File: src/rtl/fetch_stage_pkg.sv
// Shared types and constants for the MIPS instruction-fetch stage.
package fetch_stage_pkg;

  localparam int INSTR_W = 32;
  localparam logic [INSTR_W-1:0] NOP_INSTR = 32'h0000_0000;

  localparam logic [5:0] OPC_BEQ = 6'b000100;
  localparam logic [5:0] OPC_BNE = 6'b000101;
  localparam logic [5:0] OPC_J   = 6'b000010;

  typedef enum logic [1:0] {
    FETCH,
    WAIT,
    HELD
  } fetch_state_t;

  function automatic logic [5:0] opcode_of(input logic [INSTR_W-1:0] instr);
    return instr[31:26];
  endfunction

endpackage

File: src/rtl/fetch_skid_buffer.sv
// One-entry holding register for an instruction that returned while decode was stalled.
module fetch_skid_buffer
  import fetch_stage_pkg::*;
(
  input  logic               clk,
  input  logic               rst_n,
  input  logic               load,
  input  logic               consume,
  input  logic               clear,
  input  logic [INSTR_W-1:0] loadData,
  output logic [INSTR_W-1:0] bufData,
  output logic               bufValid
);

  // Clear wins over load so a redirect never leaves a stale word behind.
  always_ff @(posedge clk or negedge rst_n) begin
    if (!rst_n) begin
      bufData  <= NOP_INSTR;
      bufValid <= 1'b0;
    end else if (clear) begin
      bufValid <= 1'b0;
    end else if (load) begin
      bufData  <= loadData;
      bufValid <= 1'b1;
    end else if (consume) begin
      bufValid <= 1'b0;
    end
  end

endmodule

File: src/rtl/fetch_stage.sv
// MIPS IF stage plus IF/ID register: PC sequencing, stall/redirect handling and
// a req/ready handshake to a variable-latency instruction memory.
module fetch_stage
  import fetch_stage_pkg::*;
#(
  parameter int                ADDR_W   = 32,
  parameter logic [ADDR_W-1:0] RESET_PC = '0
) (
  input  logic               clk,
  input  logic               rst_n,
  output logic [ADDR_W-1:0]  imemAddr,
  output logic               imemReq,
  input  logic [INSTR_W-1:0] imemInstr,
  input  logic               imemReady,
  input  logic               stall,
  input  logic               branchTaken,
  input  logic [ADDR_W-1:0]  branchTarget,
  input  logic               jump,
  input  logic [ADDR_W-1:0]  jumpTarget,
  output logic [INSTR_W-1:0] ifidInstr,
  output logic [ADDR_W-1:0]  ifidPC,
  output logic               ifidValid,
  output logic [5:0]         opcode
);

  fetch_state_t      state;
  logic [ADDR_W-1:0] pc;
  logic [ADDR_W-1:0] pcPlus4;
  logic [ADDR_W-1:0] rawTarget;
  logic [ADDR_W-1:0] redirTarget;
  logic              redirect;
  logic              pendValid;
  logic [ADDR_W-1:0] pendTarget;
  logic              bufLoad;
  logic              bufConsume;
  logic              bufClear;
  logic [INSTR_W-1:0] bufData;
  logic              bufValid;

  assign redirect    = branchTaken | jump;
  assign rawTarget   = branchTaken ? branchTarget : jumpTarget;
  assign redirTarget = {rawTarget[ADDR_W-1:2], 2'b00};
  assign pcPlus4     = pc + ADDR_W'(4);
  assign imemAddr    = pc;
  assign opcode      = opcode_of(ifidInstr);

  assign bufLoad    = (state == WAIT) && stall && imemReady;
  assign bufConsume = (state == HELD) && !stall && !redirect && !pendValid;
  assign bufClear   = (state == HELD) && !stall && (redirect || pendValid);

  // In WAIT the address must stay put even under stall, so the request stays up.
  always_comb begin
    imemReq = 1'b0;
    if (rst_n) begin
      case (state)
        FETCH:   imemReq = ~stall;
        WAIT:    imemReq = 1'b1;
        default: imemReq = 1'b0;
      endcase
    end
  end

  fetch_skid_buffer u_skid (
    .clk      (clk),
    .rst_n    (rst_n),
    .load     (bufLoad),
    .consume  (bufConsume),
    .clear    (bufClear),
    .loadData (imemInstr),
    .bufData  (bufData),
    .bufValid (bufValid)
  );

  always_ff @(posedge clk or negedge rst_n) begin
    if (!rst_n) begin
      state      <= FETCH;
      pc         <= RESET_PC;
      ifidInstr  <= NOP_INSTR;
      ifidPC     <= '0;
      ifidValid  <= 1'b0;
      pendValid  <= 1'b0;
      pendTarget <= '0;
    end else begin
      case (state)
        FETCH: begin
          if (!stall) begin
            if (redirect) begin
              pc        <= redirTarget;
              ifidInstr <= NOP_INSTR;
              ifidValid <= 1'b0;
            end else if (imemReady) begin
              ifidInstr <= imemInstr;
              ifidPC    <= pcPlus4;
              ifidValid <= 1'b1;
              pc        <= pcPlus4;
            end else begin
              ifidInstr <= NOP_INSTR;
              ifidValid <= 1'b0;
              state     <= WAIT;
            end
          end
        end

        WAIT: begin
          if (stall) begin
            if (imemReady) state <= HELD;
          end else if (redirect && imemReady) begin
            // The response completes this cycle, so redirect directly instead of parking it.
            pc        <= redirTarget;
            pendValid <= 1'b0;
            ifidInstr <= NOP_INSTR;
            ifidValid <= 1'b0;
            state     <= FETCH;
          end else if (redirect) begin
            pendValid  <= 1'b1;
            pendTarget <= redirTarget;
            ifidInstr  <= NOP_INSTR;
            ifidValid  <= 1'b0;
          end else if (imemReady) begin
            if (pendValid) begin
              pc        <= pendTarget;
              pendValid <= 1'b0;
              ifidInstr <= NOP_INSTR;
              ifidValid <= 1'b0;
            end else begin
              ifidInstr <= imemInstr;
              ifidPC    <= pcPlus4;
              ifidValid <= 1'b1;
              pc        <= pcPlus4;
            end
            state <= FETCH;
          end else begin
            ifidInstr <= NOP_INSTR;
            ifidValid <= 1'b0;
          end
        end

        HELD: begin
          if (!stall) begin
            if (redirect) begin
              pc        <= redirTarget;
              pendValid <= 1'b0;
              ifidInstr <= NOP_INSTR;
              ifidValid <= 1'b0;
            end else if (pendValid) begin
              pc        <= pendTarget;
              pendValid <= 1'b0;
              ifidInstr <= NOP_INSTR;
              ifidValid <= 1'b0;
            end else begin
              ifidInstr <= bufData;
              ifidPC    <= pcPlus4;
              ifidValid <= bufValid;
              pc        <= pcPlus4;
            end
            state <= FETCH;
          end
        end

        default: state <= FETCH;
      endcase
    end
  end

endmodule
File: config.mk
export PLATFORM = sky130hd
export DESIGN_NAME = fetch_stage
export DESIGN_NICKNAME = d
export VERILOG_FILES = /design/src/rtl/fetch_stage_pkg.sv /design/src/rtl/fetch_skid_buffer.sv /design/src/rtl/fetch_stage.sv
export SDC_FILE = /design/constraint.sdc
export NUM_CORES = 1
export LEC_CHECK = 0
export ABC_AREA = 0
export BUFFER_PORTS_ARGS = -buffer_cell sky130_fd_sc_hd__buf_2
export CAP_MARGIN = 5
export CORE_MARGIN = 1
export CORE_UTILIZATION = 36
export CTS_BUF_LIST = sky130_fd_sc_hd__clkbuf_8
export DETAILED_ROUTE_END_ITERATION = 7
export GPL_TIMING_DRIVEN = 1
export PLACE_DENSITY_LB_ADDON = 0.2
export SLEW_MARGIN = 20
export SYNTH_ARGS = -nofsm -noshare
export SYNTH_HDL_FRONTEND = slang
export SYNTH_HIERARCHICAL = 1
export SYNTH_SLANG_ARGS = --single-unit
File: constraint.sdc
create_clock -name clk -period 3.25 [get_ports clk]
set_input_delay 0.1625 -clock clk [delete_from_list [all_inputs] [get_ports clk]]
set_output_delay 0.1625 -clock clk [all_outputs]
set_load 0.02 [all_outputs]
; ---- After elaboration in Yosys (flattened, before gate mapping)
; Cells that the tools add are included.
[totals]
wordCells = 121
output_inout_bits = 104
ff_bits = 163
inputBits = 102
[classes]
n_reduce_logical = 22
add_sub_neg = 1
n_bitwise = 4
n_eq_ne = 18
mux = 67
[ops]
columns = op, count
row1 = two-way mux 32 bit, 31
row2 = case mux 32 bit (3 select lines), 3
row3 = adder 32 x 3 -> 32 bit (second input constant), 1
row4 = two-way mux 1 bit, 20
row5 = inequality test 2 bit (second input constant), 10
row6 = two-way mux 2 bit, 9
row7 = AND reduction 7 bit, 2
row8 = AND reduction 4 bit, 3
row9 = AND reduction 10 bit, 1
row10 = inequality test 4 x 3 -> 1 bit (second input constant), 2
row11 = logical AND 1 bit, 7
row12 = inequality test 3 x 2 -> 1 bit (second input constant), 2
row13 = inequality test 3 bit (second input constant), 2
row14 = case mux 2 bit (3 select lines), 1
row15 = nonzero test 3 bit, 2
row16 = case mux 1 bit (2 select lines), 2
row17 = logical NOT 1 bit, 3
row18 = inverter 1 bit, 3
row19 = case mux 1 bit (3 select lines), 1
row20 = == test 2 x 1 -> 1 bit (second input constant), 1
row21 = == test 2 bit (second input constant), 1
row22 = logical NOT 2 bit, 1
row23 = AND reduction 2 bit, 1
row24 = nonzero test 2 bit, 1
row25 = other kinds (2), 2

; ---- Logic depth before layout (Yosys ltp)
; Gate-level depths: netlist (run 1).
[logic_depth]
ltp_word = 7
ltp_mapped = 11
ltp_nobuf = 8

; ---- Hierarchy
; The synthesis (run 1) kept the hierarchy.
[modules_own_cells]
columns = mod, instances, cells_each, area_per_inst_um2, seq_area_each_um2
row1 = fetch_stage, 1, 858, 7631.1, 3253.1
row2 = fetch_skid_buffer, 1, 73, 1398.8, 825.8

; ---- Least setup slack after synthesis (run 1)
; OpenSTA, ideal clock, no wires.
[synth_timing]
kind = reg2reg
from = register state[1]
to = register ifidPC[16]
t_arrival_ps = 2267
required_ps = 3125
setup_slack_ps = 858
path_buffers = 3
stages_incl_launch_ff = 10
setup_time_ps = 125
synth_period_minus_slack_ps = 2392
path_cell_list = dfrtp_1 > inv_1 > ha_1 > clkbuf_1 > o31ai_1 > nor2b_1 > and3_1 > buf_2 > buf_2 > mux2_2
[synth_between]
elab_chain_len = 3
word_cells_on_any_way = 15
classes_between = eq/ne: 11 / mux: 1 / reduce/logical: 3
[synth_lines]
columns = element, line
row1 = from (decl), fetch_stage.sv:26  ; fetch_state_t state;
row2 = from (signal assigned), fetch_stage.sv:76  ; state <= FETCH;
row3 = from (signal assigned), fetch_stage.sv:99  ; state <= WAIT;
row4 = from (signal assigned), fetch_stage.sv:106  ; if (imemReady) state <= HELD;
row5 = == test 2 x 1 -> 1 bit (tied with other cells), fetch_stage.sv:84  ; case (state)
row6 = inequality test 2 bit (no line) / nonzero test 3 bit (equally long branches), --
row7 = AND reduction 10 bit (no line), --
row8 = to (signal assigned), fetch_stage.sv:93  ; ifidPC <= pcPlus4;
row9 = to (signal assigned), fetch_stage.sv:127  ; ifidPC <= pcPlus4;
row10 = to (signal assigned), fetch_stage.sv:152  ; ifidPC <= pcPlus4;
row11 = to (decl), fetch_stage.sv:21  ; output logic [ADDR_W-1:0] ifidPC,
; Parallel ways exist; a longest one is shown, timed or not.
; A chain may end at the register's enable or synchronous reset.

; ---- Final worst setup path (run 1)
[layout_timing]
from = register state[0]
to = register pc[26], in the netlist imemAddr[26]
[layout_between]
elab_chain_len = 3
word_cells_on_any_way = 12
classes_between = eq/ne: 8 / mux: 1 / reduce/logical: 3
[layout_lines]
columns = element, line
row1 = == test 2 x 1 -> 1 bit (tied with other cells), fetch_stage.sv:84
row2 = inequality test 3 x 2 -> 1 bit (no line) (tied with other cells), --
row3 = AND reduction 7 bit (no line), --
row4 = to (signal assigned), fetch_stage.sv:88  ; pc <= redirTarget;
row5 = to (signal assigned), fetch_stage.sv:95  ; pc <= pcPlus4;
row6 = to (signal assigned), fetch_stage.sv:109  ; pc <= redirTarget;
row7 = to (decl), fetch_stage.sv:27  ; logic [ADDR_W-1:0] pc;
; Parallel ways exist; a longest one is shown, timed or not.

==> summary.md, run 1 <==
| Metric | Value |
|---|---|
| Total GRT Usage | `22.08%` |
| R2R depth | `9` |
| CTS sink count | `163` |
| Finish-stage setup viols | `0` |
| Post-DP HPWL | `18,870 um` |
| PD cells | `984.6 nW/um2` |
| Routed wire length | `28,010 um` |
| Register bit total from synthesis | `between 150 and 200` |
| Max Slew Vio Count | `0` |
| Peak VDD IR | `between 400 and 500 uV` |
| R2r startpoint | `state[0]` |
| Avg Synthesized Cell Area | `9.699 um2` |
| Clk_lat worst skew | `0.47 ns` |
| Most frequent cells in the layout | `buf_2 (200), dfrtp_1 (163), nor2_1 (129), a21oi_1 (111), o21ai_0 (46)` |
| Startpoint Class | `flip-flop` |
| CP top delay family | `compound AO/OA/AOI/OAI gates` |
| Slew HR | `50.32%` |
| Share of cells above drive strength 1 | `a little under a third` |
| Setup TNS | `0 ns` |
| Min cycle time layout | `around 2.8 ns` |
| Worst Path Required | `between 3 and 4 ns` |
| Reg2reg end | `imemAddr[26]` |
| First-pass GRT wire length | `44,410 um` |
| Multi-input logic area | `4483 um2` |
| Setup crit end | `imemAddr[26]` |
| Post-synthesis cell count | `931` |
| CTS root buf | `clkbuf_8` |
| Largest net degree at the start of global routing | `78` |
| Clock Path Buffers | `2` |
| CTS clk-pin slew, worst paths | `0.10 ns` |
| Fmax | `roughly 360 MHz` |
| Main synth FF type | `dfrtp_1` |
| Via density per instance | `between 5 and 6` |
| Number of hold violations in the final report | `0` |
| Top Ports | `about 200` |
| Die height | `160.4 um` |
| EDFF count, synth | `0` |
| Critical Path Max Stage Delay | `0.70 ns` |
| Vias after detailed routing | `8,088` |
| CP cell instances | `inv_1 -> ha_1 -> inv_1 -> a2111oi_0 -> buf_4 -> nor2_1 -> nor2_1 -> a41oi_1 -> o21ai_0` |
| CTS buffer count | `17` |
| Number of buffers added for setup after CTS | `0` |
| Mapped Nets | `1,038` |
| Initial antenna violation count | `0` |
| Post-DRT Antenna Nets | `0` |
| Overflow after GRT | `0` |
| # nets final | `1,247` |
| Drt pass-1 iters | `5` |
| RSZ-0062 raised after global routing | `false` |
| Crit Path Class | `reg2reg` |
| Per-cell routed wire length | `18.96 um` |
| Buffers & Inverters on Critical Path | `3` |
| RD Place Congestion | `between 0.8 and 0.9` |
| Netlist cell types | `approximately 70` |
| Die area | `25,720 um2` |
| Hold Crit Class | `in2reg` |
| Diode count | `0` |
| Initial Util | `36.91%` |
| Area of the core | `between 20,000 and 25,000 um2` |
| Hold buffers post-CTS | `36` |
| Pleak | `4.927 nW` |
| CP max FO | `16` |
| Layout fillers | `2,406` |
| FF+latch area | `a little over 4000 um2` |
| Chip width | `160.4 um` |
| Vias in the first global route | `approximately 7.8k` |
| H-tree Lvls | `4` |
| Setup crit end kind | `flip-flop` |
| Clock Skew | `0.02311 ns` |
| Crit share post-route | `85.21%` |
| Crit path from | `state[0]` |
| Flop2flop setup slack | `between 0.4 and 0.5 ns` |
| Worst path arrival time | `3.15 ns` |
| DRC viols | `0` |
| Drt first-iter violations | `558` |
| Critical Path Slowest Stage Cell | `ha_1` |
| IO buf count | `201` |
| Post-CTS Resized | `0` |
| Synthesized area | `about 9000 um2` |
| Status | `complete, no violations` |
| Levels on crit path | `9` |
| Sequential area share after synthesis | `between 40% and 50%` |
| Worst Max-Slew Pin Slew | `around 0.74 ns` |
| Std cell rows | `between 50 and 60` |
| Final WS setup | `0.4807 ns` |
| DP Worst Slack | `approximately 0.56 ns` |
| Most common cell after layout, fill and taps aside | `buf_2` |
| FFs w/ async S/R, synth | `between 90% and 100%` |
| Synth Warn # | `6` |
| Area Overhead vs Synth | `23.33%` |
| CTS tree | `built` |
| Number of max-cap violations | `0` |
sequential cells by signal, summed over array words and instances, names as in the netlist:
name,cells
ifidInstr,32
ifidPC,32
imemAddr,32
u_skid/bufData,32
pendTarget,30
state,2
ifidValid,1
pendValid,1
u_skid/bufValid,1
power by group:
part           internal, W  total, W  switching [W]
combinational      0.00216   0.00548        0.00331
clock             0.000798   0.00169       0.000895
sequential         0.00301   0.00380       0.000789
worst min path at each step:
stage / startpoint / end / slack (ns) / cells after the start
after floorplan: rst_n / ifidInstr[0] / -0.13 / 0
after global placement: rst_n / pendTarget[8] / 0.13 / 1
after detailed placement: rst_n / pendTarget[8] / 0.12 / 1
after CTS: branchTarget[7] / pendTarget[7] / 0.006 / 3
after global routing: branchTarget[7] / pendTarget[7] / 0.02 / 3
final: branchTarget[7] / pendTarget[7] / 0.02 / 3
metrics by stage:
step	total power, W	util (%)	instance area [um2]	hold slack (ns)	std cells
finish	0.01097	45.53	11140	0.02441	1477
CTS	0.01100	45.53	11140	0.006367	1477
detailed placement	0.009211	42.24	10330	0.1247	1409
global route	0.01173	45.53	11140	0.01801	1477
global placement	0.009132	42.24	10330	0.1286	1409
floorplan	0.007450	-	9030	-0.1331	931
logic make-up (layout without fill, tap and decap cells):
| family | after synthesis | count (layout) | synth area share, % |
|---|---|---|---|
| flip-flops | 163 | 163 | 45.17 |
| buffers and inverters | 99 | 321 | 5.362 |
| multiplexers | 86 | 86 | 11.67 |
| AND/OR/NAND/NOR | 254 | 254 | 13.34 |
| adder cells (fa/ha/maj) | 5 | 5 | 0.6928 |
| AO/OA/AOI/OAI | 296 | 296 | 21.05 |
| XOR/XNOR | 28 | 28 | 2.716 |
Yosys cell counts (13+ instances only):
master / count / area (um2)
a21oi_1: 111 / 555.5
a22oi_1: 42 / 315.3
buf_2: 18 / 90.09
clkbuf_1: 43 / 161.4
dfrtp_1: 163 / 4079
inv_1: 13 / 48.80
mux2_2: 34 / 382.9
mux2_4: 30 / 450.4
mux2i_1: 22 / 220.2
nand2_1: 40 / 150.1
nand3_1: 22 / 110.1
nor2_1: 130 / 488.0
o21ai_0: 46 / 230.2
xnor2_1: 16 / 140.1
layer usage:
metal	routed length [um]	global-route usage (%)	vias up
li1	-	-	3810
met1	13140	31.51	4003
met2	13020	34.80	253
met3	1515	3.719	22
met4	327	5.411	0
met5	0	0	-
cell type report:
type	count	area share, %
tap	324	3.640
sequential	163	36.63
timing repair buffer	276	15.07
clock buffer	17	2.101
clock inverter	15	1.876
inverter	13	0.4382
multi-input combinational	669	40.25
worst reg2reg max path: stages (launching register included):
cell and delay (ns):
dfrtp_1 0.41, inv_1 0.08, ha_1 0.70, inv_1 0.36, a2111oi_0 0.46, buf_4 0.21, nor2_1 0.09, nor2_1 0.10
a41oi_1 0.12, o21ai_0 0.16
Note: power is estimated with default switching activity, not from simulation.
==> run 2, diff against run 1 <==
ABC_AREA = 1   (was 0)
==> run 2 against run 1 <==
Effect of this change: critical path depth up 1; die area is 4.4% higher; setup slack improved by 0.16 ns; sequential power about the same; register-to-register slack improved by 0.16 ns; clock skew decreased by 0.0034 ns; non-clock buffer count is 21 lower; via count rose by 14%; final cell count increased by 25%; count of clock-buffer cells in the layout up 1; maximum frequency grew 6.1%; worst hold slack better by 0.021 ns.
==> summary.md, run 2 <==
| Metric | Value |
|---|---|
| First-pass GRT wire length | `46,790 um` |
| Main synth FF type | `dfrtp_1` |
| Critical Path Slowest Stage Cell | `dlygate4sd3_1` |
| Startpoint Class | `flip-flop` |
| Placed cell areas | `10,550 um2` |
| Hold buffers post-CTS | `35` |
| Die height | `between 150 and 200 um` |
| Initial antenna violation count | `1` |
| Total GRT Usage | `22.31%` |
| # nets final | `1,611` |
| Setup crit end kind | `flip-flop` |
| Status | `complete, no violations` |
| Netlist cell types | `39` |
| Top post-synthesis cells by count | `nand2_1 (445), dfrtp_1 (163), inv_1 (103), nand3_1 (100), o21ai_0 (100)` |
| Number of hold violations in the final report | `0` |
| Post-route design area | `11,270 um2` |
| Register bit total from synthesis | `163` |
| Crit share post-route | `80.28%` |
| Finish-stage setup viols | `0` |
| CP cell instances | `inv_1 -> ha_1 -> inv_2 -> nor2_1 -> inv_1 -> nor3_4 -> buf_4 -> nor2_1 -> a31oi_1 -> dlygate4sd3_1` |
| Hold Crit Class | `in2reg` |
| Clock Path Buffers | `2` |
| Post-synthesis cell count | `1,316` |
| Per-cell routed wire length | `15.74 um` |
| Synthesized area | `9434 um2` |
| Post-DRT Antenna Nets | `0` |
| Largest net degree at the start of global routing | `67` |
| Final core occ | `44.23%` |
| Share of cells above drive strength 1 | `19.78%` |
| Yosys top cell area share | `43.24%` |
| CTS clk-pin slew, worst paths | `0.10 ns` |
| Post-CTS Resized | `0` |
| Most common cell after layout, fill and taps aside | `nand2_1` |
| Die area | `26,860 um2` |
| CTS buffer count | `17` |
| Chip width | `163.9 um` |
| H-tree Lvls | `4` |
| CTS root buf | `clkbuf_8` |
| Area leader, netlist | `dfrtp_1` |
| CTS tree | `built` |
| Min cycle time layout | `2.609 ns` |
| Fmax | `383.3 MHz` |
| Drt first-iter violations | `707` |
| Peak VDD IR | `567.0 uV` |
| Via density per instance | `4.975` |
| Sequential area share after synthesis | `43.24%` |
| Number of max-cap violations | `0` |
| Number of buffers added for setup after CTS | `0` |
| Post-DP HPWL | `19,640 um` |
| Slew HR | `52.58%` |
| Crit Path Class | `reg2reg` |
| RD Place Congestion | `0.8198` |
| Vias in the first global route | `8,833` |
| Mapped Nets | `roughly 1.4k` |
| Routed wire length | `29,100 um` |
| DRC viols | `0` |
| Overflow after GRT | `0` |
| Most frequent cells in the layout | `nand2_1 (445), buf_2 (200), dfrtp_1 (163), inv_1 (103)` |
| Max Slew Vio Count | `0` |
| Worst path arrival time | `3.02 ns` |
| Std cell rows | `58` |
| Clock Skew | `0.01969 ns` |
| Top Ports | `just over 200` |
| CTS sink count | `163` |
| Initial Util | `37.04%` |
| PD cells | `1004 nW/um2` |
| Avg Synthesized Cell Area | `between 7 and 8 um2` |
| Worst Max-Slew Pin Slew | `approximately 0.71 ns` |
| Drt pass-1 iters | `6` |
| CP max FO | `60` |
| FFs w/ async S/R, synth | `100.0%` |
| Synth Warn # | `6` |
| Setup TNS | `0 ns` |
| Area Overhead vs Synth | `19.43%` |
| Vias after detailed routing | `9,193` |
| RSZ-0062 raised after global routing | `false` |
| Pleak | `5.720 nW` |
| Multi-input logic area | `4484 um2` |
| Most common cell in the synthesized netlist | `nand2_1` |
| Layout fillers | `2,688` |
| IO buf count | `201` |
| Worst Path Required | `3.66 ns` |
| FF+latch area | `approximately 4000 um2` |
| Critical Path Max Stage Delay | `about 0.57 ns` |
| Area of the core | `25,470 um2` |
| EDFF count, synth | `0` |
| Clk_lat worst skew | `0.48 ns` |
| Ranking of synthesized cells by area | `dfrtp_1 (43%), nand2_1 (18%), nand3_1 (5.3%)` |
==> run 2: cell count changes after synthesis, sizes merged, moves of 40 or more <==
cell   before  now
mux2       64    0
inv        13  111
nand2      40  467
a22oi      42    0
nand3      23  101
nor2      130   90
o21ai      47  121
==> run 2: critical path, delay by kind of cell, from the launching register on <==
kind                     cells  cell delay [ns]
flip-flops                   1             0.42
AO/OA/AOI/OAI                1             0.16
adder cells (fa/ha/maj)      1             0.22
buffers and inverters        5             1.36
AND/OR/NAND/NOR              3             0.38
==> run 2: logic make-up (layout without fill, tap and decap cells) <==
kind of cell / Yosys count / count (layout) / synth area share [%]
xor gates and xnor gates: 14 / 14 / 1.300
muxes: 3 / 3 / 0.3183
other: 0 / 1 / 0
AOI/OAI and AO/OA: 230 / 230 / 12.89
buffers and inverters: 197 / 398 / 9.443
adders and majority gates: 5 / 5 / 0.6631
and+or+nand+nor: 704 / 704 / 32.15
DFF: 163 / 163 / 43.24
==> run 2: stage by stage <==
step	hold WS, ns	worst slack [ns]	std cells	power [W]
2_1_floorplan	-0.1331	1.392	1316	0.008040
3_3_place_gp	0.08035	0.8144	1780	0.009746
3_5_place_dp	0.08353	0.8060	1780	0.009841
4_1_cts	0.02012	0.6649	1847	0.01138
5_1_grt	0.03657	0.3411	1848	0.01234
6_report	0.04499	0.6408	1848	0.01131
==> run 2: layer usage <==
| layer | GRT usage (%) | routed length (um) | vias to the layer above |
|---|---|---|---|
| li1 | - | - | 4613 |
| met1 | 30.42 | 13590 | 4270 |
| met2 | 35.84 | 13410 | 275 |
| met3 | 4.091 | 1514 | 35 |
| met4 | 6.776 | 573 | 0 |
| met5 | 0 | 0 | - |
==> run 2: report_power, final <==
group | internal, W | switching [W] | leakage (nW) | total [W]
Combinational | 0.00194 | 0.00410 | 3.55 | 0.00605
Sequential | 0.00304 | 0.000775 | 1.99 | 0.00381
Clock | 0.000575 | 0.000877 | 0.189 | 0.00145
Total | 0.00556 | 0.00575 | 5.72 | 0.0113
==> run 2: cell type report <==
cell class                      count  area share [%]
Sequential cell                   163           36.20
Tap cell                          330           3.665
Timing Repair Buffer              255           13.36
Multi-Input combinational cell    956           39.80
Clock buffer                       18           2.199
Clock inverter                     14           1.055
Inverter                          111           3.698
Antenna cell                        1         0.02221
==> run 2: final timing paths <==
kind | from | end | slack, ns | depth (start not counted)
worst min register to register | u_skid/bufData[9] | u_skid/bufData[9] | 0.48 | 2
min in group asynchronous | rst_n | ifidPC[25] | 0.14 | 2
worst max-delay path | state[1] | pendTarget[4] | 0.64 | 10
max in group asynchronous | rst_n | ifidInstr[6] | 2.13 | 3
worst min-delay path | imemReady | ifidValid | 0.04 | 3
worst max register to register | state[1] | pendTarget[4] | 0.64 | 10
==> run 3, diff against run 2 <==
ABC_AREA = 0   (was 1)
clock period = 2.7 ns   (was 3.25 ns; I/O delays follow)
==> run 3 against run 2 <==
Effect of this change: first-iteration DRC count fell by 14%; final cell count decreased by 19%; sequential power increased by 18%; register-to-register slack lost 0.45 ns; total power up 19%; clock power up 41%; global-route usage is 0.42 points lower; largest cell class unchanged; largest power group unchanged.
==> summary.md, run 3 (synthesis results as in run 1) <==
| Metric | Value |
|---|---|
| Hold Crit Class | `in2reg` |
| Per-cell routed wire length | `approximately 18 um` |
| Share of cells above drive strength 1 | `between 30% and 40%` |
| Post-DP HPWL | `19,260 um` |
| Startpoint Class | `flip-flop` |
| Clock Skew | `between 0.015 and 0.02 ns` |
| Largest net degree at the start of global routing | `100` |
| Vias after detailed routing | `8,086` |
| # nets final | `1,269` |
| Switching Fraction | `44.91%` |
| Setup crit end kind | `flip-flop` |
| Area Overhead vs Synth | `25.98%` |
| Worst path arrival time | `2.87 ns` |
| CP max FO | `19` |
| DP Worst Slack | `0.2326 ns` |
| Min cycle time layout | `2.506 ns` |
| Max Slew Vio Count | `0` |
| Internal power | `0.007394 W` |
| Drt pass-1 iters | `7` |
| Placed cell areas | `10,520 um2` |
| Crit Path Class | `reg2reg` |
| Number of buffers added for setup after CTS | `0` |
| Std cell rows | `57` |
| Fmax | `399.1 MHz` |
| Peak VDD IR | `about 530 uV` |
| CTS root buf | `clkbuf_8` |
| Crit share post-route | `92.81%` |
| CTS tree | `built` |
| Clock Path Buffers | `2` |
| CTS clk-pin slew, worst paths | `0.10 ns` |
| Routed wire length | `27,580 um` |
| Setup TNS | `0 ns` |
| DRC viols | `0` |
| IO buf count | `201` |
| Clk_lat worst skew | `about 0.46 ns` |
| Initial Util | `36.91%` |
| Chip width | `160.4 um` |
| Slew HR | `50.71%` |
| PD cells | `1180 nW/um2` |
| First-pass GRT wire length | `44,300 um` |
| Post-DRT Antenna Nets | `0` |
| Vias in the first global route | `7,820` |
| Die height | `160.4 um` |
| Overflow after GRT | `0` |
| Status | `complete, no violations` |
| Finish-stage setup viols | `0` |
| Diode count | `0` |
| RD Place Congestion | `0.8309` |
| CTS sink count | `163` |
| RSZ-0062 raised after global routing | `false` |
| Worst Path Required | `3.07 ns` |
| Initial antenna violation count | `0` |
| Post-route design area | `11,380 um2` |
| Most common cell after layout, fill and taps aside | `buf_2` |
| Drt first-iter violations | `roughly 610` |
| Final WS setup | `0.1941 ns` |
| Total GRT Usage | `a little over a fifth` |
| Pleak | `5.049 nW` |
| H-tree Lvls | `4` |
| Most frequent cells in the layout | `buf_2 (200), dfrtp_1 (163), nor2_1 (129), a21oi_1 (111), buf_4 (49)` |
| Number of hold violations in the final report | `0` |
| Die area | `25,720 um2` |
| Via density per instance | `5.394` |
| Number of max-cap violations | `0` |
| CTS buffer count | `17` |
| Sequential cell fraction of total power | `33.6%` |
| Area of the core | `24,460 um2` |
| Top Ports | `206` |
| Worst Max-Slew Pin Slew | `0.7316 ns` |
| Psw | `0.006027 W` |
| Combinational Power Share | `51.2%` |
| Clock power share | `about 15%` |
run 3: metal layers:
metal / wire length (um) / track usage [%]
met1: 12870 / 31.27
met2: 12860 / 34.76
met3: 1514 / 3.435
met4: 336 / 5.108
met5: 0 / 0
run 3: worst paths after layout:
| kind | startpoint | to | slack, ns | depth (start not counted) |
|---|---|---|---|---|
| max reg2reg | state[0] | imemAddr[23] | 0.19 | 9 |
| max | state[0] | imemAddr[23] | 0.19 | 9 |
| max in group asynchronous | rst_n | ifidInstr[5] | 1.76 | 3 |
| min reg2reg | ifidPC[15] | ifidPC[15] | 0.51 | 1 |
| min | jumpTarget[5] | pendTarget[5] | 0.04 | 3 |
| min in group asynchronous | rst_n | imemAddr[8] | 0.09 | 2 |
run 3: power by group through the flow:
stage	clock (W)	sequential (W)	combinational, W
CTS	0.00210	0.00450	0.00687
finish	0.00204	0.00451	0.00687
global route	0.00220	0.00468	0.00748
floorplan	0	0.00513	0.00383
global placement	0	0.00450	0.00671
detailed placement	0	0.00454	0.00679
run 3: repair_timing:
| item | in CTS | in global routing |
|---|---|---|
| hold buffers | 42 | 0 |
| hold endpoints to repair | 119 | 0 |
| resized for setup | 0 | 0 |
run 3: metrics by stage:
stage / hold WS, ns / instances / utilization [%] / power, W
floorplan: -0.1606 / 931 / - / 0.008968
global placement: 0.02926 / 1425 / 42.99 / 0.01121
detailed placement: 0.03037 / 1425 / 42.99 / 0.01133
CTS: 0.001318 / 1499 / 46.50 / 0.01348
global route: 0.02747 / 1499 / 46.50 / 0.01437
finish: 0.03537 / 1499 / 46.50 / 0.01342
run 3: area by class of cell:
class                           instances  area, um2
Timing Repair Buffer                  298       1921
Sequential cell                       163       4079
Inverter                               13      48.80
Fill cell                            2320      13090
Tap cell                              324      405.4
Clock inverter                         15      205.2
Clock buffer                           17      234.0
Multi-Input combinational cell        669       4483
run 3: critical path: stages, from the launching register on:
cell and delay [ns]:
dfrtp_1 0.43, inv_1 0.10, ha_1 0.32, or4b_1 0.50, o2111a_1 0.21, buf_4 0.24
nand2_1 0.09, mux2i_1 0.07, a22o_1 0.21, a221oi_2 0.26
